--- config.mk ---
export PLATFORM = sky130hd
export DESIGN_NAME = pc_sequencer
export DESIGN_NICKNAME = d
export VERILOG_FILES = /design/src/rtl/core_pkg.sv /design/src/rtl/pc_sequencer_ret_stack.sv /design/src/rtl/pc_sequencer.sv
export SDC_FILE = /design/constraint.sdc
export NUM_CORES = 1
export LEC_CHECK = 0
export ABC_AREA = 1
export BUFFER_PORTS_ARGS = -buffer_cell sky130_fd_sc_hd__buf_2
export CAP_MARGIN = 0
export CELL_PAD_IN_SITES_DETAIL_PLACEMENT = 1
export CELL_PAD_IN_SITES_GLOBAL_PLACEMENT = 1
export CORE_ASPECT_RATIO = 0.9
export CORE_MARGIN = 2
export CORE_UTILIZATION = 30
export CTS_CLUSTER_DIAMETER = 30
export CTS_CLUSTER_SIZE = 10
export DETAILED_ROUTE_END_ITERATION = 12
export PLACE_DENSITY_LB_ADDON = 0.12
export SLEW_MARGIN = 20
export SYNTH_ARGS = -nofsm -noshare
export SYNTH_HDL_FRONTEND = slang
export SYNTH_SLANG_ARGS = --single-unit
--- constraint.sdc ---
create_clock -name Clk -period 3.7 [get_ports Clk]
set_clock_uncertainty 0.2 [all_clocks]
set_input_delay 0.74 -clock Clk [delete_from_list [all_inputs] [get_ports Clk]]
set_output_delay 0.74 -clock Clk [all_outputs]
set_load 0.01 [all_outputs]
--- src/rtl/core_pkg.sv ---
// Shared types and default widths for the fetch-stage control blocks.
// Provides the sequencer state encoding and the program-counter type.
// Imported by pc_sequencer and its return-address stack.
package core_pkg;

  localparam int PC_W  = 12;
  localparam int PTR_W = 5;

  typedef enum logic [1:0] {
    IDLE   = 2'd0,
    RUN    = 2'd1,
    HALTED = 2'd2
  } seq_state_t;

  typedef logic [PC_W-1:0] pc_t;

endpackage

--- src/rtl/pc_sequencer_ret_stack.sv ---
// ret_stack: LIFO of return addresses for call/return.
// Latency: push/pop take effect on the clock edge; o_top is the current top, combinational.
// Ports: i_clr empties the stack; i_push/i_pop (never both in one cycle) with o_full/o_empty.
//        Push when full and pop when empty are ignored; the caller flags the error.
module ret_stack #(
  parameter int DEPTH = 4,
  parameter int W     = 12
) (
  input  logic         i_clk,
  input  logic         i_rst_n,
  input  logic         i_clr,
  input  logic         i_push,
  input  logic         i_pop,
  input  logic [W-1:0] i_dat,
  output logic [W-1:0] o_top,
  output logic         o_full,
  output logic         o_empty
);

  localparam int AW = $clog2(DEPTH);
  localparam int CW = AW + 1;

  logic [CW-1:0] r_cnt;
  logic [W-1:0]  r_mem [DEPTH];
  logic [AW-1:0] w_wr_idx;
  logic [AW-1:0] w_top_idx;

  assign w_wr_idx  = r_cnt[AW-1:0];
  // When full the low bits wrap to 0, so subtracting one still lands on DEPTH-1.
  assign w_top_idx = w_wr_idx - AW'(1);
  assign o_full    = (r_cnt == CW'(DEPTH));
  assign o_empty   = (r_cnt == '0);
  assign o_top     = r_mem[w_top_idx];

  always_ff @(posedge i_clk or negedge i_rst_n) begin
    if (!i_rst_n) begin
      r_cnt <= '0;
    end else if (i_clr) begin
      r_cnt <= '0;
    end else if (i_push && !o_full) begin
      r_cnt <= r_cnt + CW'(1);
    end else if (i_pop && !o_empty) begin
      r_cnt <= r_cnt - CW'(1);
    end
  end

  // Storage needs no reset: entries are only read below the count.
  always_ff @(posedge i_clk) begin
    if (i_push && !o_full && !i_clr) begin
      r_mem[w_wr_idx] <= i_dat;
    end
  end

endmodule

--- src/rtl/pc_sequencer.sv ---
// pc_sequencer: program counter and control-flow sequencer for instruction fetch.
// Latency: PC is registered; a jump target seen in cycle N is on PC after the next edge.
// Ports: Start/Stall/Halt and Branch/Cond/Call/Ret strobes from the decoder; Jptr out to the
//        external jump table, Jump back from it; PC/Busy/Done/Stack_err registered outputs.
//        Stall freezes every piece of state; strobes during a stall are dropped.
module pc_sequencer #(
  parameter int PC_W     = core_pkg::PC_W,
  parameter int PTR_W    = core_pkg::PTR_W,
  parameter int RS_DEPTH = 4
) (
  input  logic             Clk,
  input  logic             Reset_n,
  input  logic             Start,
  input  logic             Stall,
  input  logic [PTR_W-1:0] Br_ptr,
  input  logic             Branch,
  input  logic             Cond,
  input  logic             Call,
  input  logic             Ret,
  input  logic             Halt,
  output logic [PTR_W-1:0] Jptr,
  input  logic [PC_W-1:0]  Jump,
  output logic [PC_W-1:0]  PC,
  output logic             Busy,
  output logic             Done,
  output logic             Stack_err
);

  import core_pkg::*;

  seq_state_t      r_state;
  seq_state_t      w_state_nxt;
  logic [PC_W-1:0] r_pc;
  logic [PC_W-1:0] w_pc_nxt;
  logic [PC_W-1:0] w_pc_inc;
  logic            r_err;
  logic            w_err_nxt;
  logic            w_push;
  logic            w_pop;
  logic            w_clr;
  logic [PC_W-1:0] w_top;
  logic            w_full;
  logic            w_empty;

  // Natural-width add: wraps modulo 2^PC_W, for both the next PC and the pushed return address.
  assign w_pc_inc = r_pc + PC_W'(1);

  assign Jptr      = Br_ptr;
  assign PC        = r_pc;
  assign Busy      = (r_state == RUN);
  assign Done      = (r_state == HALTED);
  assign Stack_err = r_err;

  ret_stack #(
    .DEPTH (RS_DEPTH),
    .W     (PC_W)
  ) u_ret_stack (
    .i_clk   (Clk),
    .i_rst_n (Reset_n),
    .i_clr   (w_clr),
    .i_push  (w_push),
    .i_pop   (w_pop),
    .i_dat   (w_pc_inc),
    .o_top   (w_top),
    .o_full  (w_full),
    .o_empty (w_empty)
  );

  always_ff @(posedge Clk or negedge Reset_n) begin
    if (!Reset_n) begin
      r_state <= IDLE;
      r_pc    <= '0;
      r_err   <= 1'b0;
    end else begin
      r_state <= w_state_nxt;
      r_pc    <= w_pc_nxt;
      r_err   <= w_err_nxt;
    end
  end

  always_comb begin
    w_state_nxt = r_state;
    w_pc_nxt    = r_pc;
    w_err_nxt   = r_err;
    w_push      = 1'b0;
    w_pop       = 1'b0;
    w_clr       = 1'b0;
    if (!Stall) begin
      unique case (r_state)
        IDLE: begin
          w_pc_nxt = '0;
          if (Start) begin
            w_state_nxt = RUN;
          end
        end
        RUN: begin
          // Strobe priority: halt, return, call, taken branch, sequential.
          if (Halt) begin
            w_state_nxt = HALTED;
          end else if (Ret) begin
            if (!w_empty) begin
              w_pop    = 1'b1;
              w_pc_nxt = w_top;
            end else begin
              w_pc_nxt  = w_pc_inc;
              w_err_nxt = 1'b1;
            end
          end else if (Call) begin
            // On overflow the return address is lost but the jump still happens.
            if (!w_full) begin
              w_push = 1'b1;
            end else begin
              w_err_nxt = 1'b1;
            end
            w_pc_nxt = Jump;
          end else if (Branch && Cond) begin
            w_pc_nxt = Jump;
          end else begin
            w_pc_nxt = w_pc_inc;
          end
        end
        HALTED: begin
          if (Start) begin
            w_state_nxt = RUN;
            w_pc_nxt    = '0;
            w_clr       = 1'b1;
            w_err_nxt   = 1'b0;
          end
        end
        default: begin
          w_state_nxt = IDLE;
          w_pc_nxt    = '0;
        end
      endcase
    end
  end

endmodule
==> metrics.cfg, run 1 <==
[critical_path]
critPathLaunchType = flip-flop
path_max_fanout = 13
max_stage_delay_ns = 0.49
crit_type = reg -> reg
crit_path_cell_trace = inv_1, ha_1, inv_1, nor2_1, nor2_2, buf_4, nand2_1, a31oi_1, a21oi_1
critPathTopFamily = simple AND/OR/NAND/NOR gates
cp_data_arrival_time_ns = 2.42
cp_num_buf_inv = 3
cp.required_ns = 3.71
ff2ff_path_depth = 9
cp_slowest_cell = nor2_2
cp.depth = 9
cp-end-kind = flip-flop
path_common_cell = inv_1

[sta]
rsz0062_at_grt = false
tns_ns = 0
period_needed_ns = 2.41
fmax_ghz = 0.415
finalHoldViolCount = 0
slew_headroom_pct = 59.0
setup_viol = 0
worst_pin_slew_ns = 0.614
slew_viol_final = 0
finalCritPeriodShare_pct = 65.2

[grt]
antenna_found_initial = 0
grtUsageTotal_pct = 16.1
grt_pass1_vias = 2689
grt_pass1_wl_um = 14800
grt-ovfl-total = 0
grt_max_degree = 30

[die]
initial_core_util_pct = 30.5
die_h_um = 106
coreArea_sq_mm = 0.0113
die_x_um = 117
io_pins = 46
rows = 37
die_area_sq_mm = 0.0124

[final_layout]
final_nets = 445
syn_to_final_growth_pct = 19.0
fill_cells = 1355
final_cell_area_sq_mm = 0.00410
antenna_cells = 0
multi_input_area_sq_mm = 0.00130
final_cells = 569
layout_commonest_cell = nand2_1
final_util_pct = 36.3
regArea_sq_mm = 0.00189
final_cell_mix = 89 x nand2_1, 48 x nand3_1, 48 x edfxtp_1
drive_above_1_share_pct = 17.7

[logic_synthesis]
ys_ff_latch = 66
yosys_warnings = 0
synth_edf_count = 48
synthesis.nets = 408
ys_seq_area_share_pct = 54.9
synth_area_per_cell_sq_um = 9.28
syn-cell-area_sq_mm = 0.00344
syn_inst = 371
async_flop_share_pct = 27.3
ys_types = 36
synth-main-ff-cell = edfxtp_1

[clock_network]
cts.clk_slew.worst_paths_ns = 0.06
cts_buffer_depth = 2
htreeDepth = 3
cts_hold_buf = 0
clk_latency_ns = 0.33
post_cts_resize_count = 0
cts_tree = done
cts_setup_buffers = 0
cts_num_sinks = 66
cts_inserted_buffers = 9
cts_root_buffer = clkbuf_16

[placement]
dpl_cell_area_sq_mm = 0.00375
port_buffers = 35
place_inst = 553
gp_congestion = 0.720
dp_hpwl_um = 6580

[routing]
vias = 2627
wl_per_cell_um = 16.2
viasPerCell = 4.62
wirelength_um = 9230
initialDrtViolationCount = 144
drc_errors = 0
first_pass_iters = 4
drt.antenna.violating_nets = 0

[pwr]
total_leakage_power_uw = 0.00172
powerDensity_mw_per_mm2 = 801
peakVddDrop_v = 0.000244

[run_status]
status = finished clean

[run]
cap_viol_max_count = 0

[hold_path]
hold_class = in -> async

[stage by stage]
step | hold WS [ns] | total power, uW | worst slack (ns)
6_report | 0.173 | 3280 | 1.29
5_1_grt | 0.201 | 3520 | 1.12
4_1_cts | 0.192 | 3330 | 1.26
3_5_place_dp | 0.284 | 2330 | 1.11
3_3_place_gp | 0.296 | 2320 | 1.13
2_1_floorplan | 0.244 | 1930 | 1.05
[routing by layer]
metal / track usage, % / share of wire (%)
met4: 3.87 / 1.1
met1: 23.8 / 53
met5: 0 / 0
met3: 4.26 / 3.8
met2: 23.4 / 42
[cells in the mapped netlist (2+ instances only)]
cell type | number | area, sq um
o211ai_1 | 2 | 15.0
inv_2 | 3 | 11.3
buf_2 | 2 | 10.0
inv_1 | 33 | 124
nand2_2 | 2 | 12.5
buf_4 | 10 | 75.1
ha_1 | 10 | 125
nor2_2 | 2 | 12.5
nor2_4 | 4 | 45.0
buf_6 | 2 | 22.5
a31oi_1 | 3 | 18.8
o21ai_1 | 2 | 10.0
nand4_1 | 5 | 31.3
o21ai_0 | 14 | 70.1
edfxtp_1 | 48 | 1440
nor3_1 | 4 | 20.0
nor2_1 | 37 | 139
nand3_1 | 48 | 240
a21oi_1 | 15 | 75.1
xor2_1 | 4 | 35.0
dfrtp_1 | 18 | 450
nand2_1 | 89 | 334
[worst reg2reg max path, delay by kind of cell (launching register included)]
| kind | cells | cell delay, ns |
|---|---|---|
| compound gates | 2 | 0.35 |
| simple gates | 3 | 0.60 |
| fa+ha+maj | 1 | 0.26 |
| flops | 1 | 0.42 |
| buf+inv | 3 | 0.46 |
[power by group]
part | internal (uW) | total [uW] | switching (uW)
clock | 664 | 991 | 328
combinational | 363 | 1160 | 797
sequential | 990 | 1130 | 143
[state kept, by name, indices dropped and copies added, names as in the netlist]
signal             cells
u_ret_stack.r_cnt      3
Stack_err              1
r_state                2
u_ret_stack.r_mem     48
PC                    12
[kinds of logic after synthesis]
family | synth area share (%)
xor gates and xnor gates | 1.74
adders and majority gates | 4.21
DFF | 54.9
buffers and inverters | 7.34
AOI/OAI and AO/OA | 6.47
and+or+nand+nor | 25.3
[layout make-up]
type | instances | share of cell area [%]
well taps | 156 | 4.76
clock inverters | 7 | 3.05
flip-flops and latches | 66 | 46.2
repair buffers | 41 | 5.37
clock buffers | 9 | 5.49
inverters | 37 | 3.45
multi-input cells | 253 | 31.7
[worst paths after layout]
| check | from | to | slack, ns |
|---|---|---|---|
| min in group Clk | Stack_err$_DFFE_PN0P_ | Stack_err$_DFFE_PN0P_ | 0.30 |
| worst max register to register | r_state[0]$_DFFE_PN0P_ | PC[11]$_DFFE_PN0P_ | 1.29 |
| worst min-delay path | Reset_n | r_state[0]$_DFFE_PN0P_ | 0.17 |
| worst max-delay path | r_state[0]$_DFFE_PN0P_ | PC[11]$_DFFE_PN0P_ | 1.29 |
| worst min register to register | Stack_err$_DFFE_PN0P_ | Stack_err$_DFFE_PN0P_ | 0.30 |
| max in group asynchronous | Reset_n | PC[9]$_DFFE_PN0P_ | 2.78 |
No activity file was read; power rests on OpenSTA's default activity.
==> run 2: changes to the inputs <==
==> constraint.sdc (replaced) <==
create_clock -name Clk -period 2.43 [get_ports Clk]
set_clock_uncertainty 0.2 [all_clocks]
set_input_delay 0.486 -clock Clk [delete_from_list [all_inputs] [get_ports Clk]]
set_output_delay 0.486 -clock Clk [all_outputs]
set_load 0.01 [all_outputs]
==> run 2 against run 1 <==
Flip-flop and latch count unchanged. Global-route usage grew 0.052 points. Sequential share of layout area fell by 0.37 points. Final area increased by 0.89%. Fmax up 8.7%. Cell count is 1.1% higher. Clock-buffer cell count unchanged. Power grew 48%. Largest power group unchanged.
==> metrics.cfg, run 2 (synthesis gave the netlist of run 1 again) <==
[critical_path]
cp.required_ns = 2.44  ; -1.27 ns
cp_data_arrival_time_ns = 2.23  ; -0.19 ns
cp-end-kind = flip-flop
ff2ff_path_depth = 7  ; -2
critPathTopFamily = adder cells
cp_slowest_cell = fa_1
critPathLaunchType = flip-flop
max_stage_delay_ns = 0.45  ; -0.04 ns
cp_num_buf_inv = 1  ; -2
path_max_fanout = 6  ; -7
cp.depth = 7  ; -2
crit_type = reg -> reg
crit_path_cell_trace = inv_1, ha_1, nand4_1, fa_1, xnor2_1, xor2_1, o21ai_1

[die]
die_area_sq_mm = 0.0124  ; unchanged
io_pins = 46  ; unchanged
die_x_um = 117  ; unchanged
rows = 37  ; unchanged
die_h_um = 106  ; unchanged
coreArea_sq_mm = 0.0113  ; unchanged
initial_core_util_pct = 30.5  ; unchanged

[sta]
slew_headroom_pct = 63.2  ; +4.2 points
worst_pin_slew_ns = 0.550  ; -0.0639 ns
slew_viol_final = 0  ; unchanged
finalHoldViolCount = 0  ; unchanged
fmax_ghz = 0.451  ; +8.7%
period_needed_ns = 2.22  ; -0.193 ns
setup_viol = 0  ; unchanged
finalCritPeriodShare_pct = 91.3  ; +26 points
rsz0062_at_grt = false

[final_layout]
final_cell_area_sq_mm = 0.00414  ; +0.89%
largest-register = u_ret_stack.r_mem
syn_to_final_growth_pct = 20.1
final_nets = 451  ; +1.3%
layout_commonest_cell = nand2_1
antenna_cells = 0  ; unchanged
final_cells = 575  ; +1.1%
fill_cells = 1331  ; -1.8%
largest_reg_flops = 48  ; unchanged
final_cell_mix = 89 x nand2_1, 48 x nand3_1, 48 x edfxtp_1
drive_above_1_share_pct = 19.8  ; +2.1 points

[clock_network]
cts_num_sinks = 66  ; unchanged
cts_buffer_depth = 2  ; unchanged
cts_tree = done
clk_latency_ns = 0.33  ; about the same
cts_root_buffer = clkbuf_16
htreeDepth = 3  ; unchanged
cts.clk_slew.worst_paths_ns = 0.06  ; about the same
cts_inserted_buffers = 9  ; unchanged

[hold_path]
hold_class = reg -> reg
holdPathStages = 2

[placement]
gp_congestion = 0.733  ; +1.8%
dp_hpwl_um = 6760  ; +2.8%
dpl_cell_area_sq_mm = 0.00381  ; +1.7%
place_inst = 557  ; +0.72%
port_buffers = 35  ; unchanged

[routing]
initialDrtViolationCount = 80  ; -44%
first_pass_iters = 4  ; unchanged
vias = 2636  ; +0.34%
drc_errors = 0  ; unchanged
drt.antenna.violating_nets = 0  ; unchanged
wirelength_um = 9010  ; -2.3%
viasPerCell = 4.58  ; -0.70%
wl_per_cell_um = 15.7  ; -3.3%

[grt]
grt_pass1_vias = 2704  ; +0.56%
grt-ovfl-total = 0  ; unchanged
grtUsageTotal_pct = 16.1  ; +0.052 points
grt_max_degree = 30  ; unchanged
grt_pass1_wl_um = 14900  ; +0.70%
antenna_found_initial = 0  ; unchanged

[pwr]
powerDensity_mw_per_mm2 = 1170  ; +46%
peakVddDrop_v = 0.000449  ; +84%
total_leakage_power_uw = 0.00173  ; +0.43%

[run_status]
status = finished clean

[run]
cap_viol_max_count = 0  ; unchanged

-- run 2: cell count changes in the layout (fill, tap and decap cells not counted) --
| cell | previous run | this run |
|---|---|---|
| nor2_1 | 37 | 33 |
| bufinv_16 | 3 | 1 |
| buf_12 | 0 | 2 |
| clkinvlp_4 | 0 | 1 |
| clkinv_2 | 0 | 1 |
| nor2_2 | 2 | 6 |
| dfrtp_2 | 0 | 1 |
| dfrtp_1 | 18 | 17 |
| dlygate4sd3_1 | 0 | 1 |
| clkinv_4 | 3 | 2 |
| inv_6 | 1 | 2 |
| buf_4 | 6 | 9 |
-- run 2: report_power, final --
part           internal [uW]  switching, uW  total, uW
sequential              1510            205       1710
clock                    802            500       1300
combinational            597           1230       1830
-- run 2: path summary, 6_finish.rpt --
| kind | startpoint | to | slack [ns] |
|---|---|---|---|
| worst min-delay path | Stack_err$_DFFE_PN0P_ | Stack_err$_DFFE_PN0P_ | 0.29 |
| worst min register to register | Stack_err$_DFFE_PN0P_ | Stack_err$_DFFE_PN0P_ | 0.29 |
| worst max register to register | r_state[1]$_DFFE_PN0P_ | u_ret_stack.r_cnt[2]$_DFFE_PN0P_ | 0.21 |
| worst max-delay path | r_state[1]$_DFFE_PN0P_ | u_ret_stack.r_cnt[2]$_DFFE_PN0P_ | 0.21 |
| min in group asynchronous | Reset_n | r_state[0]$_DFFE_PN0P_ | 0.46 |
| max in group asynchronous | Reset_n | u_ret_stack.r_cnt[1]$_DFFE_PN0P_ | 1.20 |
-- run 2: routing by layer --
layer	GRT usage [%]	wire (um)
met4	6.22	97
met5	0	0
met2	22.3	3820
met3	2.24	215
met1	25.2	4880
-- run 2: worst min-delay path: cells and delay by family, from the launching register on --
| family | cells | cell delay (ns) |
|---|---|---|
| DFF | 1 | 0.34 |
| and+or+nand+nor | 1 | 0.05 |
| AOI/OAI and AO/OA | 1 | 0.07 |
-- run 2: repair_timing --
item | 4_1_cts | 5_1_grt
hold buffers | 1 | 0
resized for setup | 0 | 1
setup buffers | 0 | 1
setup endpoints to repair | 0 | 15
hold endpoints to repair | 18 | 0
-- run 2: area by class of cell --
cell class / count / area [sq um] / area share, %
well taps: 156 / 195 / 4.72
clock buffers: 9 / 225 / 5.45
multi-input cells: 253 / 1310 / 31.7
clock inverters: 7 / 77.6 / 1.88
flip-flops and latches: 66 / 1890 / 45.8
repair buffers: 47 / 293 / 7.08
inverters: 37 / 141 / 3.42
-- run 2: through the flow --
step / util, % / setup WS [ns] / TNS [ns] / hold slack (ns) / total power, uW
global route: 36.6 / 0.0184 / 0 / 0.343 / 5230
CTS: 36.5 / 0.127 / 0 / 0.296 / 4930
floorplan: - / -0.0530 / -2.54 / -0.00959 / 2940
finish: 36.6 / 0.212 / 0 / 0.292 / 4850
detailed placement: 33.8 / 0.143 / 0 / 0.279 / 3600
global placement: 33.8 / 0.203 / 0 / 0.269 / 3570
